## config.mk

```make
export PLATFORM = sky130hd
export DESIGN_NAME = acs_pmu
export DESIGN_NICKNAME = d
export VERILOG_FILES = /design/src/rtl/acs_pmu.sv
export SDC_FILE = /design/constraint.sdc
export NUM_CORES = 1
export LEC_CHECK = 0
export ABC_AREA = 1
export CAP_MARGIN = 20
export CORE_AREA = 4 4 117 119
export CTS_CLUSTER_DIAMETER = 40
export DETAILED_ROUTE_END_ITERATION = 6
export DIE_AREA = 0 0 121 123
export PLACE_DENSITY = 0.46
export SYNTH_ARGS = -nofsm -noshare
export SYNTH_HDL_FRONTEND = slang
export SYNTH_SLANG_ARGS = --single-unit
```

## constraint.sdc

```tcl
create_clock -name clk -period 7.4 [get_ports clk]
set_input_delay 1.48 -clock clk [delete_from_list [all_inputs] [get_ports clk]]
set_output_delay 1.48 -clock clk [all_outputs]
set_load 0.03 [all_outputs]
```

## src/rtl/acs_pmu.sv

```systemverilog
// Add-compare-select stage for the K=3 (7,5) Viterbi decoder: four path metrics, survivor bits, best state.
// One-cycle latency, one symbol per cycle; no backpressure, every in_valid symbol is accepted.
module acs_pmu #(
  parameter int PM_W    = 5,
  parameter int INIT_PM = 8
) (
  input  logic            clk,
  input  logic            rst_n,
  input  logic            in_valid,
  input  logic            sof,
  input  logic [1:0]      rx,
  input  logic [1:0]      rx_erase,
  output logic [PM_W-1:0] pm00,
  output logic [PM_W-1:0] pm01,
  output logic [PM_W-1:0] pm10,
  output logic [PM_W-1:0] pm11,
  output logic [3:0]      dec,
  output logic [1:0]      best_state,
  output logic            out_valid
);

  localparam int              CW     = PM_W + 1;
  localparam logic [PM_W-1:0] INIT_V = PM_W'(INIT_PM);
  localparam logic [CW-1:0]   HALF   = CW'(2 ** (PM_W - 1));

  logic [PM_W-1:0] pm_q   [4];
  logic [PM_W-1:0] pm_d   [4];
  logic [PM_W-1:0] base   [4];
  logic [CW-1:0]   new_m  [4];
  logic [CW-1:0]   cand_a;
  logic [CW-1:0]   cand_b;
  logic [PM_W-1:0] min_v;
  logic [3:0]      dec_q, dec_d;
  logic [1:0]      best_q, best_d;
  logic            vld_q;
  logic            use_init;
  logic            all_hi;

  // Hamming distance between expected {c0,c1} and rx; erased bits never count.
  function automatic logic [1:0] bm(input logic c0, input logic c1,
                                    input logic [1:0] r, input logic [1:0] e);
    bm = {1'b0, ~e[1] & (c0 ^ r[1])} + {1'b0, ~e[0] & (c1 ^ r[0])};
  endfunction

  always_comb begin
    use_init = in_valid & sof;
    cand_a   = '0;
    cand_b   = '0;
    dec_d    = '0;
    all_hi   = 1'b1;
    for (int i = 0; i < 4; i++) begin
      base[i] = use_init ? ((i == 0) ? '0 : INIT_V) : pm_q[i];
    end
    // Next state n has predecessors {n0,0} (cand_a) and {n0,1} (cand_b), input u = n1.
    for (int n = 0; n < 4; n++) begin
      cand_a = {1'b0, base[{n[0], 1'b0}]} +
               CW'(bm(n[1] ^ n[0], n[1], rx, rx_erase));
      cand_b = {1'b0, base[{n[0], 1'b1}]} +
               CW'(bm(~(n[1] ^ n[0]), ~n[1], rx, rx_erase));
      if (cand_b < cand_a) begin
        new_m[n] = cand_b;
        dec_d[n] = 1'b1;
      end else begin
        new_m[n] = cand_a;
      end
      if (new_m[n] < HALF) all_hi = 1'b0;
    end
    for (int i = 0; i < 4; i++) begin
      pm_d[i] = PM_W'(new_m[i] - (all_hi ? HALF : '0));
    end
    min_v  = pm_d[0];
    best_d = 2'd0;
    for (int i = 1; i < 4; i++) begin
      if (pm_d[i] < min_v) begin
        min_v  = pm_d[i];
        best_d = 2'(i);
      end
    end
  end

  always_ff @(posedge clk or negedge rst_n) begin
    if (!rst_n) begin
      pm_q[0] <= '0;
      pm_q[1] <= INIT_V;
      pm_q[2] <= INIT_V;
      pm_q[3] <= INIT_V;
      dec_q   <= '0;
      best_q  <= '0;
      vld_q   <= 1'b0;
    end else begin
      vld_q <= in_valid;
      if (in_valid) begin
        for (int i = 0; i < 4; i++) pm_q[i] <= pm_d[i];
        dec_q  <= dec_d;
        best_q <= best_d;
      end
    end
  end

  assign pm00       = pm_q[0];
  assign pm01       = pm_q[1];
  assign pm10       = pm_q[2];
  assign pm11       = pm_q[3];
  assign dec        = dec_q;
  assign best_state = best_q;
  assign out_valid  = vld_q;

endmodule

```

======== Word-level counts from Yosys, hierarchy flattened ========
Cells that the tools add are included.
cells by class
  add/subtract/negate cells ............... 16
  order comparisons ....................... 11
  mux-type cells .......................... 22
  bitwise logic cells ..................... 9
operators with widths
  operator                                                               number
  5-bit by 2-bit adder with 6-bit output                                 8
  5-bit 2-to-1 mux                                                       7
  6-bit by 5-bit < comparator with 1-bit output (second input constant)  4
  6-bit < comparator                                                     4
  6-bit 2-to-1 mux                                                       4
  5-bit subtractor                                                       4
  5-bit < comparator                                                     3
  1-bit 2-to-1 mux                                                       9
  1-bit by 1-bit adder with 2-bit output                                 4
  1-bit bitwise AND                                                      5
  2-bit 2-to-1 mux                                                       2
  1-bit NOT                                                              4
word-level totals
  register bits ........................... 27
  input port bits ......................... 8
  output and inout bits ................... 27

======== Depth between registers and ports, before layout ========
Gate-level depths: netlist (run 1).
  word-level depth ........................ 19
  mapped depth ............................ 47

======== Worst setup path before layout (run 1) ========
Ideal clock, no wire load.
  kind .................................... input -> register
  start ................................... input rx[1]
  end ..................................... register best_q[1] (netlist: best_state[1])
  setup time .............................. 66 ps
  data arrival time ....................... 6562 ps
  required time ........................... 7334 ps
  path slack .............................. 773 ps
  stages on the path ...................... 44
  buffers on the path ..................... 0
  path through ............................ nor2_2 > inv_1 > nor2_2 > inv_1 > nand2_1 > inv_1 > ha_1 > ha_1 > or2_1 > nand2_1 > nand2_1 > nand2_1 > inv_1 > ha_1 > nand2_1 > o211ai_1 > a21o_1 > inv_1 > [... 8 more ...] > nand2_1 > nand2_4 > o21ai_0 > ha_1 > a21oi_1 > nor2_1 > a211oi_1 > nand2_4 > nand2_1 > o21ai_0 > ha_1 > nand2_1 > inv_1 > nand2_1 > nand3_1 > a31oi_1 > nand2_1 > nand2_1
RTL lines
  item                  RTL line  RTL
  from (decl)           11        input logic [1:0] rx,
  to (signal assigned)  95        best_q <= best_d;
  to (decl)             34        logic [1:0] best_q, best_d;

==> out/metrics.cfg, run 1 <==
[synth]
synth_cell_types = 38
synth_top_area_share_pct = 17.32
synth_area_mm2 = 0.003468
synth.most_common_cell = nand2_1
synthTopCellsByCount = nand2_1 (146), inv_1 (75), o21ai_0 (57)
yosysWarnings = 0
synth.ff_latch_count = 27
synth-main-ff-cell = dfrtp_1
synthTopCellsByArea = dfrtp_1 (17%), ha_1 (17%), nand2_1 (16%)
synth.net_count = 571
yosys.area.top_type = dfrtp_1
ys_seq_area_share_pct = 19.59
avgSynthCellArea_um2 = 6.709
async_flop_share_pct = 100.0
syn_inst = 517
synth_edf_count = 0

[grt]
grt_util_all_layers_pct = 14.65
antenna_found_initial = 0
grt_max_degree = 37
grt_pass1_vias = 3362
grt_pass1_wl_mm = 17.46
grt_overflow = 0

[timing]
fmax_mhz = 144.6
finClkSkew_ns = 0.008734
hold_viol = 0
drv_slew = 0
fin_crit_ns = 6.914
fin_crit_sh_pct = 93.43
setup_viol = 0
worstMarginPinSlew_ns = 0.9400
slew_headroom_pct = 36.95
fin_hold_ws_ns = 0.4928

[clock_network]
ctsLongestPathBuffers = 2
clk_latency_ns = 0.27
clk_pin_slew_worst_paths_ns = 0.08
cts_sinks = 27
cts_tree = yes
root_buffer = clkbuf_16
cts_buffers = 3
ctsHtreeMaxLevel = 1
hold_buffers = 0

[route]
drt-total-wl_mm = 10.79
ant_nets = 0
remaining_drc_errors = 0
vias = 3434
dr.first_iter.drc_count = 189
drtPass1Iterations = 4
avgRoutedWirePerCell_um = 13.99
vias_per_cell = 4.454

[layout]
syn_to_final_growth_pct = 33.30
layout.nets = 654
drive_gt1_share_pct = 21.70
num-fill-cells = 1335
multi_input_area_mm2 = 0.002581
seq_area_um2 = 679.4
antenna_cells = 0

[critical_path]
cp_common_cell = nand2_1
end_kind = register
arrival_ns = 7.13
slowest_delay_ns = 0.42
cp-start-kind = primary input
cp_slowest_cell = clkdlybuf4s50_1
crit_required_ns = 7.61
cp_max_fo = 10
critical_path_class = in2reg

[floorplan]
start_util_pct = 27.60
fp.dieArea_mm2 = 0.01488
ios = 35
core.rowCount = 41
core_mm2 = 0.01257
die_h_um = 123
die_w_um = 121

[worst_hold_path]
hold_class = reg2reg

[outcome]
status = completed

[placement]
hpwl_mm = 8.854
place_congestion = 0.8647
io_buffers = 34

[flow_run]
drv_cap = 0

## layout make-up
type                    instances  area share (%)
inverters                      80           6.766
multi-input cells             402           55.83
clock buffers                   3           1.624
clock inverters                 1          0.1624
well taps                     172           4.655
flip-flops and latches         27           14.70
repair buffers                 86           16.27
## state kept, by name (all words and copies together), names as in the netlist
| register | count |
|---|---|
| pm00 | 5 |
| pm10 | 5 |
| pm01 | 5 |
| pm11 | 5 |
| dec | 4 |
| out_valid | 1 |
| best_state | 2 |
## stage by stage
step                      instance area, µm²  TNS (ns)  util (%)  worst slack, ns  instances
final                                   4623         0     36.78           0.4861        771
after global placement                  4308   -0.6500     34.28          -0.3256        761
after floorplan                         3468         0         -           0.7727        517
after CTS                               4392         0     34.94          0.02705        765
after detailed placement                4308   -0.8041     34.28          -0.4045        761
after global routing                    4623   -0.1925     36.78          -0.1050        771
## logic make-up after synthesis
kind of cell	Yosys count	synth area share (%)
compound gates	86	14.54
buf+inv	88	10.43
fa+ha+maj	46	16.59
xor+xnor	26	6.566
simple gates	244	32.29
flops	27	19.59
## timing repair
action,in CTS,in global routing
setup buffers,0,6
pin swaps,0,7
gates resized for setup,4,54
setup endpoints to repair,2,2
## final timing paths
check / startpoint / end / slack (ns) / cells after the start
worst max-delay path: in_valid / best_state[0] / 0.49 / 47
worst min-delay path: dec[1] / dec[1] / 0.49 / 2
worst max register to register: pm10[0] / best_state[0] / 1.99 / 40
worst min register to register: dec[1] / dec[1] / 0.49 / 2
max in group asynchronous: rst_n / pm10[3] / 5.49 / 2
min in group asynchronous: rst_n / best_state[0] / 1.59 / 2
## cells in the final DEF, fill, tap and decap left out, types with 4 or more instances in the layout
cell	synthesis	layout
xor2_2	0	5
nand2_1	146	138
o21ai_2	1	4
xnor2_1	7	7
dlymetal6s2s_1	0	4
inv_2	4	5
o21ai_0	57	47
nand2_4	9	9
ha_1	46	44
nand2_2	13	21
buf_4	0	51
nor2_2	4	5
clkdlybuf4s50_1	0	29
xor2_1	19	14
o21ai_1	2	9
dfrtp_1	24	24
nand3_1	15	14
inv_1	75	73
nor2_1	44	39
a21oi_1	11	9
nor2_4	0	4
nand4_1	6	6
## metal layers
metal | vias to the layer above | track usage (%) | wire (µm)
li1 | 1809 | - | -
met1 | 1561 | 21.39 | 5443
met2 | 62 | 24.11 | 4907
met3 | 2 | 2.013 | 415
met4 | 0 | 0.9207 | 19
met5 | - | 0 | 0
## worst max-delay path, delay by kind of cell
family	cells	cell delay, ns
AND/OR/NAND/NOR	25	1.96
adder cells (fa/ha/maj)	5	1.23
buffers and inverters	9	1.18
AO/OA/AOI/OAI	8	1.26
Power of run 1 is not shown: default switching activity piles up to over one toggle a cycle in this logic, so the estimate is an artifact.
==> run 2, diff against run 1 <==
==> constraint.sdc (replaced) <==
create_clock -name clk -period 7.4 [get_ports clk]
set_input_delay 1.11 -clock clk [delete_from_list [all_inputs] [get_ports clk]]
set_output_delay 1.11 -clock clk [all_outputs]
set_load 0.03 [all_outputs]
==> run 2 against run 1 <==
Compared with the run above: core utilization down 3.6 points; count of clock-buffer cells in the layout unchanged; clock skew up 0.0023 ns; maximum frequency up 1.8%; critical endpoint is now best_state[1]; largest cell class unchanged; highest routed layer unchanged.
==> out/metrics.cfg, run 2 (synthesis results as in run 1) <==
[timing]
drv_slew = 0
hold_viol = 0
fin_crit_sh_pct = 91.79
setup_viol = 0
worstMarginPinSlew_ns = 0.9319
fin_hold_ws_ns = 0.4962
slew_headroom_pct = 37.49
fmax_mhz = 147.2
fin_crit_ns = 6.792
finClkSkew_ns = 0.01107

[critical_path]
end_kind = register
cpLargestDelayFamily = simple AND/OR/NAND/NOR gates
cp_common_cell = nand2_1
cp_slowest_cell = clkdlybuf4s50_1
critical_path_class = in2reg
r2r_setup_slack_ns = 1.84
slowest_delay_ns = 0.55
cp_max_fo = 11
cp-start-kind = primary input
critical_path_buf_inv_count = 10
crit_required_ns = 7.62
arrival_ns = 7.01

[placement]
placed_area_mm2 = 0.004060
dp.cells = 728
hpwl_mm = 8.744
io_buffers = 34
place_congestion = 0.8715

[clock_network]
ctsLongestPathBuffers = 2
clk_latency_ns = 0.27
cts_buffers = 3
ctsHtreeMaxLevel = 1
clk_pin_slew_worst_paths_ns = 0.08
cts_sinks = 27
root_buffer = clkbuf_16
cts_tree = yes

[worst_hold_path]
hold_class = reg2reg

[layout]
drive_gt1_share_pct = 11.92
mostFrequentLayoutCell = nand2_1
num-fill-cells = 1397
utilization_pct = 33.23
antenna_cells = 0
finalNonFillerCells = 734
syn_to_final_growth_pct = 20.42
seq_area_um2 = 679.4
layout_common_cells = nand2_1 (145), inv_1 (75), o21ai_0 (49)
layout.nets = 617
fin_area_mm2 = 0.004177
multi_input_area_mm2 = 0.002446

[grt]
grt_util_all_layers_pct = 14.47
antenna_found_initial = 0
grt_pass1_vias = 3190
grt_overflow = 0
grt_max_degree = 37
grt_pass1_wl_mm = 16.95

[flow_run]
drv_cap = 0

[route]
ant_nets = 0
drt-total-wl_mm = 10.44
vias_per_cell = 4.429
avgRoutedWirePerCell_um = 14.22
dr.first_iter.drc_count = 139
vias = 3251
remaining_drc_errors = 0
drtPass1Iterations = 5

[floorplan]
core.rowCount = 41
die_h_um = 123
start_util_pct = 27.60
ios = 35
core_mm2 = 0.01257
die_w_um = 121
fp.dieArea_mm2 = 0.01488

[outcome]
status = completed

## run 2: cell count changes in the layout (fill, tap and decap cells not counted), sizes merged
cell | previous run | this run
buf | 52 | 15
clkdlybuf4s50 | 29 | 34
dlymetal6s2s | 4 | 0
clkinv | 2 | 1
dlygate4sd2 | 1 | 0
inv | 78 | 79
## run 2: path summary, 6_finish.rpt
check | start | end | cells past startpoint
max | sof | best_state[1] | 46
min in group asynchronous | rst_n | pm01[4] | 2
max in group asynchronous | rst_n | pm10[3] | 2
max reg2reg | pm11[1] | best_state[1] | 41
min | dec[1] | dec[1] | 2
min reg2reg | dec[1] | dec[1] | 2
## run 2: layer usage
layer	global-route usage, %	vias to the layer above	wire length (µm)
met5	0	-	0
met4	1.346	0	6
met3	2.287	2	377
met2	24.94	55	4883
met1	19.86	1464	5168
li1	-	1730	-
## run 2: layout make-up
cell class	count	area share, %
Clock buffer	3	1.797
Sequential cell	27	16.27
Tap cell	172	5.153
Clock inverter	1	0.1797
Inverter	80	7.190
Timing Repair Buffer	49	10.84
Multi-Input combinational cell	402	58.57
## run 2: stage by stage
stage                     setup WS [ns]  setup TNS (ns)
final                            0.6077               0
after CTS                       0.07129               0
after global routing           -0.04120        -0.07030
after detailed placement        -0.1649         -0.3215
after global placement          -0.1079         -0.2148
after floorplan                   1.143               0
## run 2: worst min-delay path, delay by kind of cell, from the launching register on
family          cells  cell delay [ns]
simple gates        1             0.05
compound gates      1             0.06
flops               1             0.35
## run 2: what timing repair did
| item | 4_1_cts | 5_1_grt |
|---|---|---|
| hold buffers | 0 | 0 |
| setup buffers | 0 | 2 |
| setup endpoints to repair | 0 | 2 |
| resized for setup | 0 | 13 |
Power of run 2 is left out for the same reason.
==> run 3, diff against run 2 <==
CTS_BUF_LIST = sky130_fd_sc_hd__clkbuf_2   (was not set)
CTS_CLUSTER_SIZE = 20   (was not set)
==> run 3 against run 2 <==
Compared with the run above: global-route usage barely moved; first-iteration DRC count is 3.6% higher; clock skew up 0.025 ns; worst setup slack improved by 0.0075 ns; highest routed layer unchanged; maximum frequency increased by 0.11%; flip-flop and latch count stayed put; final area is 2.1% lower; sequential share of layout area is 0.35 points higher.
==> out/metrics.cfg, run 3 (synthesis results as in run 1) <==
[grt]
grt_pass1_vias = 3197
antenna_found_initial = 0
grt.met2_usage_pct = 25.01
grt_pass1_wl_mm = 16.95
top_usage_layer = met2
grt_overflow = 0
grt_util_all_layers_pct = 14.46
met1_usage_pct = 19.78
grt_max_degree = 37
use_met3_pct = 2.287

[route]
ant_nets = 0
drtPass1Iterations = 4
remaining_drc_errors = 0
vias_per_cell = 4.425
dr.first_iter.drc_count = 144
vias = 3239
avgRoutedWirePerCell_um = 14.22
drt-total-wl_mm = 10.41

[layout]
num-fill-cells = 1402
syn_to_final_growth_pct = 17.86
layout.nets = 615
utilization_pct = 32.52
drive_gt1_share_pct = 11.07
antenna_cells = 0
finalNonFillerCells = 732
layout_common_cells = nand2_1 (146), inv_1 (75), o21ai_0 (54)
mostFrequentLayoutCell = nand2_1

[worst_hold_path]
min_to = pm01[3]
hp-start = pm01[3]
hold_depth = 2
hold_class = reg2reg

[critical_path]
cp_common_cell = nand2_1
slowest_delay_ns = 0.46
cp-start-kind = primary input
cp_slowest_cell = clkdlybuf4s50_1
cpLargestDelayFamily = simple AND/OR/NAND/NOR gates
r2r_start = pm11[1]
crit_required_ns = 7.81
critical_path_buf_inv_count = 9
worstReg2RegEnd = best_state[1]
ff2ff_path_depth = 38
arrival_ns = 7.20
end_kind = register
critical_path_class = in2reg
cp_max_fo = 10
r2r_setup_slack_ns = 1.74

[clock_network]
root_buffer = clkbuf_2
cts_tree = yes
ctsLongestPathBuffers = 2
cts_sinks = 27
clk_latency_ns = 0.43
clk_pin_slew_worst_paths_ns = 0.34
ctsHtreeMaxLevel = 1
cts-resized-gates = 0
cts_setup_buffers = 0
hold_buffers = 0
cts_buffers = 3

[timing]
rsz0062_at_grt = no
worstMarginPinSlew_ns = 0.9360
fmax_mhz = 147.4
finClkSkew_ns = 0.03623
slew_headroom_pct = 37.22
hold_viol = 0
fin_hold_ws_ns = 0.5323
fin_crit_sh_pct = 91.69
tns_ns = 0
setup_viol = 0
drv_slew = 0
fin_crit_ns = 6.785

[floorplan]
die_h_um = 123
fp.dieArea_mm2 = 0.01488
die_w_um = 121
start_util_pct = 27.60
core_mm2 = 0.01257
core.rowCount = 41
ios = 35

[placement]
dp.cells = 728
hpwl_mm = 8.744
place_congestion = 0.8715
io_buffers = 34

[flow_run]
drv_cap = 0

[outcome]
status = completed

-- run 3: cell types whose count changed in the layout (fill, tap and decap cells not counted) --
| cell | previous run | this run |
|---|---|---|
| clkbuf_16 | 3 | 0 |
| nand2_2 | 14 | 13 |
| nand2_1 | 145 | 146 |
| o21ai_1 | 9 | 5 |
| buf_4 | 15 | 13 |
| clkbuf_2 | 0 | 3 |
| nor2_1 | 43 | 44 |
| o21ai_2 | 2 | 1 |
| nor2_4 | 1 | 0 |
| o21ai_0 | 49 | 54 |
-- run 3: how the worst max path moves through the flow --
stage               startpoint       endpoint  slack [ns]  cells after the start
floorplan                rx[1]  best_state[1]        1.14                     44
global placement         rx[1]  best_state[1]       -0.11                     44
detailed placement       rx[1]  best_state[1]       -0.16                     44
CTS                      rx[1]  best_state[1]        0.29                     44
global route             rx[1]  best_state[1]       0.002                     42
finish                   rx[1]  best_state[1]        0.62                     44
-- run 3: layout make-up --
class	instances	area [µm²]	share of cell area [%]
tap	172	215.2	5.265
multi-input combinational	402	2432	59.50
sequential	27	679.4	16.62
clock buffer	3	15.01	0.3673
inverter	80	300.3	7.346
clock inverter	1	7.507	0.1837
timing repair buffer	47	437.9	10.71
-- run 3: metal layers --
layer | part of all wire (%) | up-vias
li1 | - | 1728
met1 | 51 | 1462
met2 | 46 | 45
met3 | 2.6 | 4
met4 | 0.46 | 0
met5 | 0 | -
-- run 3: through the flow --
| stage | instance area, µm² | setup WS, ns |
|---|---|---|
| finish | 4088 | 0.6152 |
| detailed placement | 4060 | -0.1649 |
| global placement | 4060 | -0.1079 |
| CTS | 4083 | 0.2886 |
| floorplan | 3468 | 1.143 |
| global route | 4088 | 0.001738 |
-- run 3: worst min-delay path: cells and delay by family, from the launching register on --
kind            cells  cell delay, ns
flops               1            0.46
compound gates      1            0.07
simple gates        1            0.05
Power of run 3 is left out for the same reason.
